==> src/rtl/shot_controller.sv <==
// Shot sequencer for the billiard game: aims the cue, charges power while shoot is held,
// fires a one-cycle launch strobe and follows the balls until they stop again.
module shot_controller #(
  parameter int         ANGLE_BITS          = 5,
  parameter logic [7:0] POWER_MAX           = 8'd63,
  parameter logic [7:0] POWER_STEP          = 8'd1,
  parameter int         AIM_REPEAT_FRAMES   = 4,
  parameter int         MOVE_TIMEOUT_FRAMES = 8
) (
  input  logic                  clk,
  input  logic                  resetN,
  input  logic                  startOfFrame,
  input  logic                  ballsStopped,
  input  logic                  gameFinished,
  input  logic                  keyLeft,
  input  logic                  keyRight,
  input  logic                  keyShoot,
  output logic [ANGLE_BITS-1:0] cueAngle,
  output logic [7:0]            shotPower,
  output logic                  lineWriteEnable,
  output logic                  aimActive,
  output logic                  charging
);

  localparam int REP_W = $clog2(AIM_REPEAT_FRAMES + 1);
  localparam int TO_W  = $clog2(MOVE_TIMEOUT_FRAMES + 1);

  localparam logic [REP_W-1:0] REP_LOAD = REP_W'(AIM_REPEAT_FRAMES - 1);
  localparam logic [TO_W-1:0]  TO_LAST  = TO_W'(MOVE_TIMEOUT_FRAMES);

  localparam logic [2:0] IDLE      = 3'd0;
  localparam logic [2:0] AIM       = 3'd1;
  localparam logic [2:0] CHARGE    = 3'd2;
  localparam logic [2:0] FIRE      = 3'd3;
  localparam logic [2:0] WAIT_MOVE = 3'd4;
  localparam logic [2:0] WAIT_STOP = 3'd5;

  logic [2:0]            state_q,   state_d;
  logic [ANGLE_BITS-1:0] angle_q,   angle_d;
  logic [7:0]            power_q,   power_d;
  logic [REP_W-1:0]      repeat_q,  repeat_d;
  logic [TO_W-1:0]       timeout_q, timeout_d;
  logic                  armed_q,   armed_d;

  logic [8:0]            powerSum;
  logic [TO_W-1:0]       timeoutNext;
  logic                  oneKey;

  assign powerSum    = {1'b0, power_q} + {1'b0, POWER_STEP};
  assign timeoutNext = timeout_q + TO_W'(1);
  assign oneKey      = keyLeft ^ keyRight;

  always_comb begin
    state_d   = state_q;
    angle_d   = angle_q;
    power_d   = power_q;
    repeat_d  = repeat_q;
    timeout_d = timeout_q;
    armed_d   = armed_q;

    case (state_q)
      IDLE: begin
        armed_d = 1'b0;
        if (ballsStopped && !gameFinished) state_d = AIM;
      end

      // A shoot key still held from the previous shot must be released before it can charge.
      AIM: begin
        if (!keyShoot) armed_d = 1'b1;
        if (gameFinished || !ballsStopped) begin
          state_d = IDLE;
          armed_d = 1'b0;
        end else if (keyShoot && armed_q) begin
          state_d = CHARGE;
          power_d = 8'd0;
        end else if (startOfFrame) begin
          if (oneKey) begin
            if (repeat_q == '0) begin
              angle_d  = keyRight ? angle_q + ANGLE_BITS'(1) : angle_q - ANGLE_BITS'(1);
              repeat_d = REP_LOAD;
            end else begin
              repeat_d = repeat_q - REP_W'(1);
            end
          end else begin
            repeat_d = '0;
          end
        end
      end

      CHARGE: begin
        if (gameFinished || !ballsStopped) begin
          state_d = IDLE;
          power_d = 8'd0;
          armed_d = 1'b0;
        end else if (!keyShoot) begin
          state_d = (power_q == 8'd0) ? AIM : FIRE;
        end else if (startOfFrame) begin
          power_d = (powerSum > {1'b0, POWER_MAX}) ? POWER_MAX : powerSum[7:0];
        end
      end

      FIRE: begin
        state_d   = WAIT_MOVE;
        timeout_d = '0;
      end

      // Balls that never start moving still return control after the timeout.
      WAIT_MOVE: begin
        if (!ballsStopped) begin
          state_d = WAIT_STOP;
        end else if (startOfFrame) begin
          if (timeoutNext == TO_LAST) begin
            state_d   = IDLE;
            power_d   = 8'd0;
            timeout_d = '0;
            armed_d   = 1'b0;
          end else begin
            timeout_d = timeoutNext;
          end
        end
      end

      WAIT_STOP: begin
        if (ballsStopped) begin
          state_d = IDLE;
          power_d = 8'd0;
          armed_d = 1'b0;
        end
      end

      default: state_d = IDLE;
    endcase
  end

  always_ff @(posedge clk or negedge resetN) begin
    if (!resetN) begin
      state_q   <= IDLE;
      angle_q   <= '0;
      power_q   <= 8'd0;
      repeat_q  <= '0;
      timeout_q <= '0;
      armed_q   <= 1'b0;
    end else begin
      state_q   <= state_d;
      angle_q   <= angle_d;
      power_q   <= power_d;
      repeat_q  <= repeat_d;
      timeout_q <= timeout_d;
      armed_q   <= armed_d;
    end
  end

  assign cueAngle        = angle_q;
  assign shotPower       = power_q;
  assign lineWriteEnable = (state_q == FIRE);
  assign aimActive       = (state_q == AIM) || (state_q == CHARGE);
  assign charging        = (state_q == CHARGE);

endmodule

==> config.mk <==
export PLATFORM = sky130hd
export DESIGN_NAME = shot_controller
export DESIGN_NICKNAME = d
export VERILOG_FILES = /design/src/rtl/shot_controller.sv
export SDC_FILE = /design/constraint.sdc
export NUM_CORES = 1
export LEC_CHECK = 0
export ABC_AREA = 1
export BUFFER_PORTS_ARGS = -buffer_cell sky130_fd_sc_hd__buf_2
export CELL_PAD_IN_SITES_DETAIL_PLACEMENT = 2
export CELL_PAD_IN_SITES_GLOBAL_PLACEMENT = 2
export CORE_ASPECT_RATIO = 1.75
export CORE_MARGIN = 2
export CORE_UTILIZATION = 35
export DETAILED_ROUTE_END_ITERATION = 8
export GPL_ROUTABILITY_DRIVEN = 0
export PLACE_DENSITY_LB_ADDON = 0.1
export SLEW_MARGIN = 5
export SYNTH_ARGS = -nofsm -noshare
export SYNTH_HDL_FRONTEND = slang
export SYNTH_SLANG_ARGS = --single-unit
==> constraint.sdc <==
create_clock -name clk -period 2.4 [get_ports clk]
set_clock_uncertainty 0.1 [all_clocks]
set_input_delay 0.12 -clock clk [delete_from_list [all_inputs] [get_ports clk]]
set_output_delay 0.12 -clock clk [all_outputs]
set_load 0.03 [all_outputs]
# Yosys cells after proc, flatten, opt, wreduce, memory -nomap -nowiden
# Cells that the tools add are included.
[totals]
register_bits = 24
[classes]
add_sub_neg = 5
order_cmp = 1
n_eq_ne = 21
n_mux = 37
n_bitwise = 3
reduce_logical = 18
[ops]
columns = ["op", "n"]
rows = [
  ["$mux 8", 10],
  ["$mux 3", 11],
  ["$pmux 8 s4", 1],
  ["$pmux 3 s6", 1],
  ["$ne 2x2->1 const B", 7],
  ["$mux 4", 3],
  ["$ne 3x3->1 const B", 4],
  ["$reduce_and 6->1", 2],
  ["$add 8x1->9 const B", 1],
  ["$gt 9x6->1 const B", 1],
  ["$ne 3x2->1 const B", 3],
  ["$reduce_and 9->1", 1],
  ["$logic_not 8->1", 1],
  ["$pmux 4 s2", 1],
  ["$mux 1", 7],
  ["$reduce_and 7->1", 1],
  ["$eq 3x2->1 const B", 2],
  ["$eq 3x3->1 const B", 2],
  ["$logic_not 3->1", 2],
  ["$add 5x1->5 const B", 1],
  ["$mux 5", 1],
  ["$pmux 1 s5", 1],
  ["$reduce_bool 5->1", 1],
  ["$sub 5x1->5 const B", 1],
  ["other kinds (15)", 19],
]

# Logic depth before layout (Yosys ltp)
[logic_depth]
depth_word = 7
mapped_depth = 11

# Least setup slack after synthesis
# No wires, ideal clock.
[synth_path]
kind = "register -> register"
start = "reg power_q[0], in the netlist shotPower[0]"
end = "reg power_q[0], in the netlist shotPower[0]"
setup_ns = 0.117
arrival_time_ns = 1.514
t_required_ns = 2.183
setup_slack_ns = 0.668
path_stages_with_launch = 10
path_cell_list = "dfrtp_1 ha_1 nand2_1 inv_1 nand3_1 nand2_1 nor2_1 nand3_1 nand3_1 nand2_1"
[synth_via]
elab_chain_cells = 7
[synth_rtl]
columns = ["element", "line", "text"]
rows = [
  ["start: declaration", "40", "logic [7:0] power_q, power_d;"],
  ["start signal: assignment", "146", "power_q <= power_d;"],
  ["$add 8x1->9 *", "49", "assign powerSum = {1'b0, power_q} + {1'b0, POWER_STEP};"],
  ["$gt 9x6->1", "98", "power_d = (powerSum > {1'b0, POWER_MAX}) ? POWER_MAX : powerSum[7:0];"],
  ["$mux 8 *", "98", ""],
  ["$mux 8 *", "97", "end else if (startOfFrame) begin"],
  ["$mux 8 *", "95", "end else if (!keyShoot) begin"],
  ["$mux 8 *", "91", "if (gameFinished || !ballsStopped) begin"],
  ["$pmux 8 s4 *", "61", "case (state_q)"],
]
# Mark *: on every way between the ends. The rest lies on a longest branch, timed or not. The select of a mux whose other input is x is not followed.
# A chain may end at the register's enable or synchronous reset.

# Worst setup path in the final report
[layout_path]
start = "reg power_q[0], in the netlist shotPower[0]"
end = "reg power_q[1], in the netlist shotPower[1]"
# Same word-level chain as after synthesis.

==> results_dict.tcl <==
set metrics [dict create \
    status "complete, no violations" \
    grt_overflow 0 \
    die_h_um 95.8 \
    die_w_um 56.5 \
    p_int_mw 0.959 \
    start_util_pct 36.1 \
    net-switching-power_mw 0.888 \
    hold_depth 5 \
    setup_viol_count_final 0 \
    dr.pass1.iters 6 \
    synth_top_cell_by_area "dfrtp_1" \
    cts_sinks 24 \
    comb_power_share_pct 50.1 \
    cp_max_fo 6 \
    max_freq_mhz 523 \
    clockPowerShare_pct 15.5 \
    area_delta_synth_final_pct 14.5 \
    seq_area_frac_synth_pct 35.6 \
    dieArea_sq_um 5410 \
    cpPeakStageDelay_ps 440 \
    drive_gt1_share_pct 18.9 \
    antenna_found_initial 0 \
    clk-insertion-delay-late_ps 270 \
    syn-cell-area_sq_um 1690 \
    min_from "keyShoot" \
    vias 1568 \
    rrSetupSlack_ps 490 \
    ir_drop_mv 0.536 \
    synth_top_area_share_pct 35.6 \
    cts_resized 0 \
    placementRows 33 \
    yosysMostFrequentCell "nand2_1" \
    ant_nets 0 \
    drv_slew 0 \
    min_period_ps 1910 \
    grt_pass1_wl_um 8100 \
    required_ps 2470 \
    fillers 599 \
    r2r_end "shotPower[1]" \
    avgRoutedWirePerCell_um 14.9 \
    synth_flop_cell "dfrtp_1" \
    hold_violations 0 \
    arrival_ps 1980 \
    fin_setup_tns_ps 0 \
    finalWorstSetupSlack_ps 487 \
    netSwitchingFraction_pct 48.1 \
    synthTopCellsByCount "nand2_1 (60), nand3_1 (28), inv_1 (27)" \
    synth_cell_types 29 \
    synth_edf_count 0 \
    ys_warn_count 0 \
    first_iter_violations 22 \
    ys_top_cells_by_area "dfrtp_1 (36%), nand2_1 (13%), nand3_1 (8.3%)" \
    ys_seq_elements 24 \
    cts_max_level 1 \
    p_leak_nw 1.05 \
    grt_max_degree 25 \
    path_class "register to register" \
    cts_buffers 3 \
    hpwl_um 3750 \
    io_buffers 23 \
    netlist_instances 226 \
    clkTransAtPathRegs_ps 90 \
    hold_class "primary input to register" \
    holdWs_ps 135 \
    relSlewSlack_pct 61.9 \
    crit_slowest_cell "dfrtp_1" \
    wirelength_um 4550 \
    ff2ff_path_depth 9 \
    hold_end "state_q[1]" \
    crit_chain "ha_1, nand2_1, inv_1, nand3_1, nand2_1, nor2_1, nand3_1, nand3_1, nand2_1" \
    synth_nets 244 \
    avgSynthCellArea_sq_um 7.46 \
    end_kind "register" \
    p_per_area_nw_per_um2 956 \
    rsz0062_at_grt "no" \
    synth-async-reset-ratio_pct 100 \
    seq_power_share_pct 34.4 \
    clock_path_buffers 2 \
    root_buffer "clkbuf_8" \
    pre_cts_ws_ps 462 \
    diodes 0 \
    layout.nets 273 \
    drv_cap 0 \
    cts_tree "yes" \
    grt_pass1_vias 1768 \
    worst_pin_slew_ps 572 \
    fin_crit_sh_pct 79.7 \
    route.detailed.drc 0 \
    io_pins 24 \
    worstReg2RegStart "shotPower[0]" \
    grtUsageTotal_pct 19.2 \
    fp.coreArea_sq_um 4670 \
    crit_path_start_kind "register" \
    routed_via_density 5.12 \
]
## placed cells by master, fill, tap and decap left out, types with 5 or more instances in the layout
cell type,Yosys,layout
xor2_1,7,7
ha_1,9,9
nand2_1,60,60
buf_2,0,23
nor2_1,21,21
dfrtp_1,24,24
inv_1,27,27
o21ai_0,5,5
nand3_1,28,28
## logic make-up (layout without fill, tap and decap cells)
logic type | after synthesis | after routing | share of synthesized area [%]
AND/OR/NAND/NOR | 129 | 129 | 36.0
buffers and inverters | 32 | 60 | 7.12
flip-flops | 24 | 24 | 35.6
AO/OA/AOI/OAI | 20 | 20 | 7.27
XOR/XNOR | 11 | 11 | 6.16
adder cells (fa/ha/maj) | 10 | 10 | 7.86
## cell type report
| class | count | area (sq um) | share of cell area [%] |
|---|---|---|---|
| sequential | 24 | 601 | 31.1 |
| clock buffer | 4 | 55.1 | 2.85 |
| timing repair buffer | 24 | 125 | 6.48 |
| multi-input combinational | 170 | 966 | 50.0 |
| inverter | 32 | 120 | 6.22 |
| tap | 52 | 65.1 | 3.37 |
## critical path, delay by kind of cell, from the launching register on
family / cells / cell delay [ps]
and+or+nand+nor: 7 / 930
adders and majority gates: 1 / 250
buffers and inverters: 1 / 90
DFF: 1 / 440
## power groups by stage
stage	Sequential [mW]	Clock (mW)	Combinational [mW]
floorplan	0.669	0	0.645
CTS	0.638	0.298	0.954
global route	0.659	0.310	1.08
global placement	0.641	0	0.917
detailed placement	0.643	0	0.946
finish	0.635	0.287	0.925
## registers in the layout (all words and copies together), names as in the netlist
| register | cells |
|---|---|
| shotPower | 8 |
| cueAngle | 5 |
| timeout_q | 4 |
| repeat_q | 3 |
| state_q | 3 |
| armed_q | 1 |
## metrics by stage
stage / utilization, % / power, mW / instance area [sq um] / instances
after floorplan: - / 1.31 / 1690 / 226
after global placement: 40.0 / 1.56 / 1870 / 301
after detailed placement: 40.0 / 1.59 / 1870 / 301
after CTS: 41.4 / 1.89 / 1930 / 306
after global routing: 41.4 / 2.05 / 1930 / 306
final: 41.4 / 1.85 / 1930 / 306
## worst max path at each step
| stage | end | slack [ps] | from |
|---|---|---|---|
| after CTS | shotPower[1] | 450 | shotPower[0] |
| after detailed placement | shotPower[1] | 460 | shotPower[0] |
| after global placement | shotPower[1] | 550 | shotPower[0] |
| after floorplan | shotPower[0] | 670 | shotPower[0] |
| after global routing | shotPower[1] | 290 | shotPower[0] |
| final | shotPower[1] | 490 | shotPower[0] |
## per-layer routing
layer | share of wire, % | track usage (%) | up-vias
met5 | 0 | 0 | -
met1 | 36 | 19.4 | 762
met4 | 1.8 | 6.55 | 0
met3 | 2.2 | 1.88 | 7
li1 | - | - | 776
met2 | 60 | 39.5 | 23
## repair_timing
item | 4_1_cts | 5_1_grt
hold buffers | 1 | 0
hold endpoints to repair | 24 | 0
setup buffers | 0 | 0
Power figures use the tool's default switching activity.
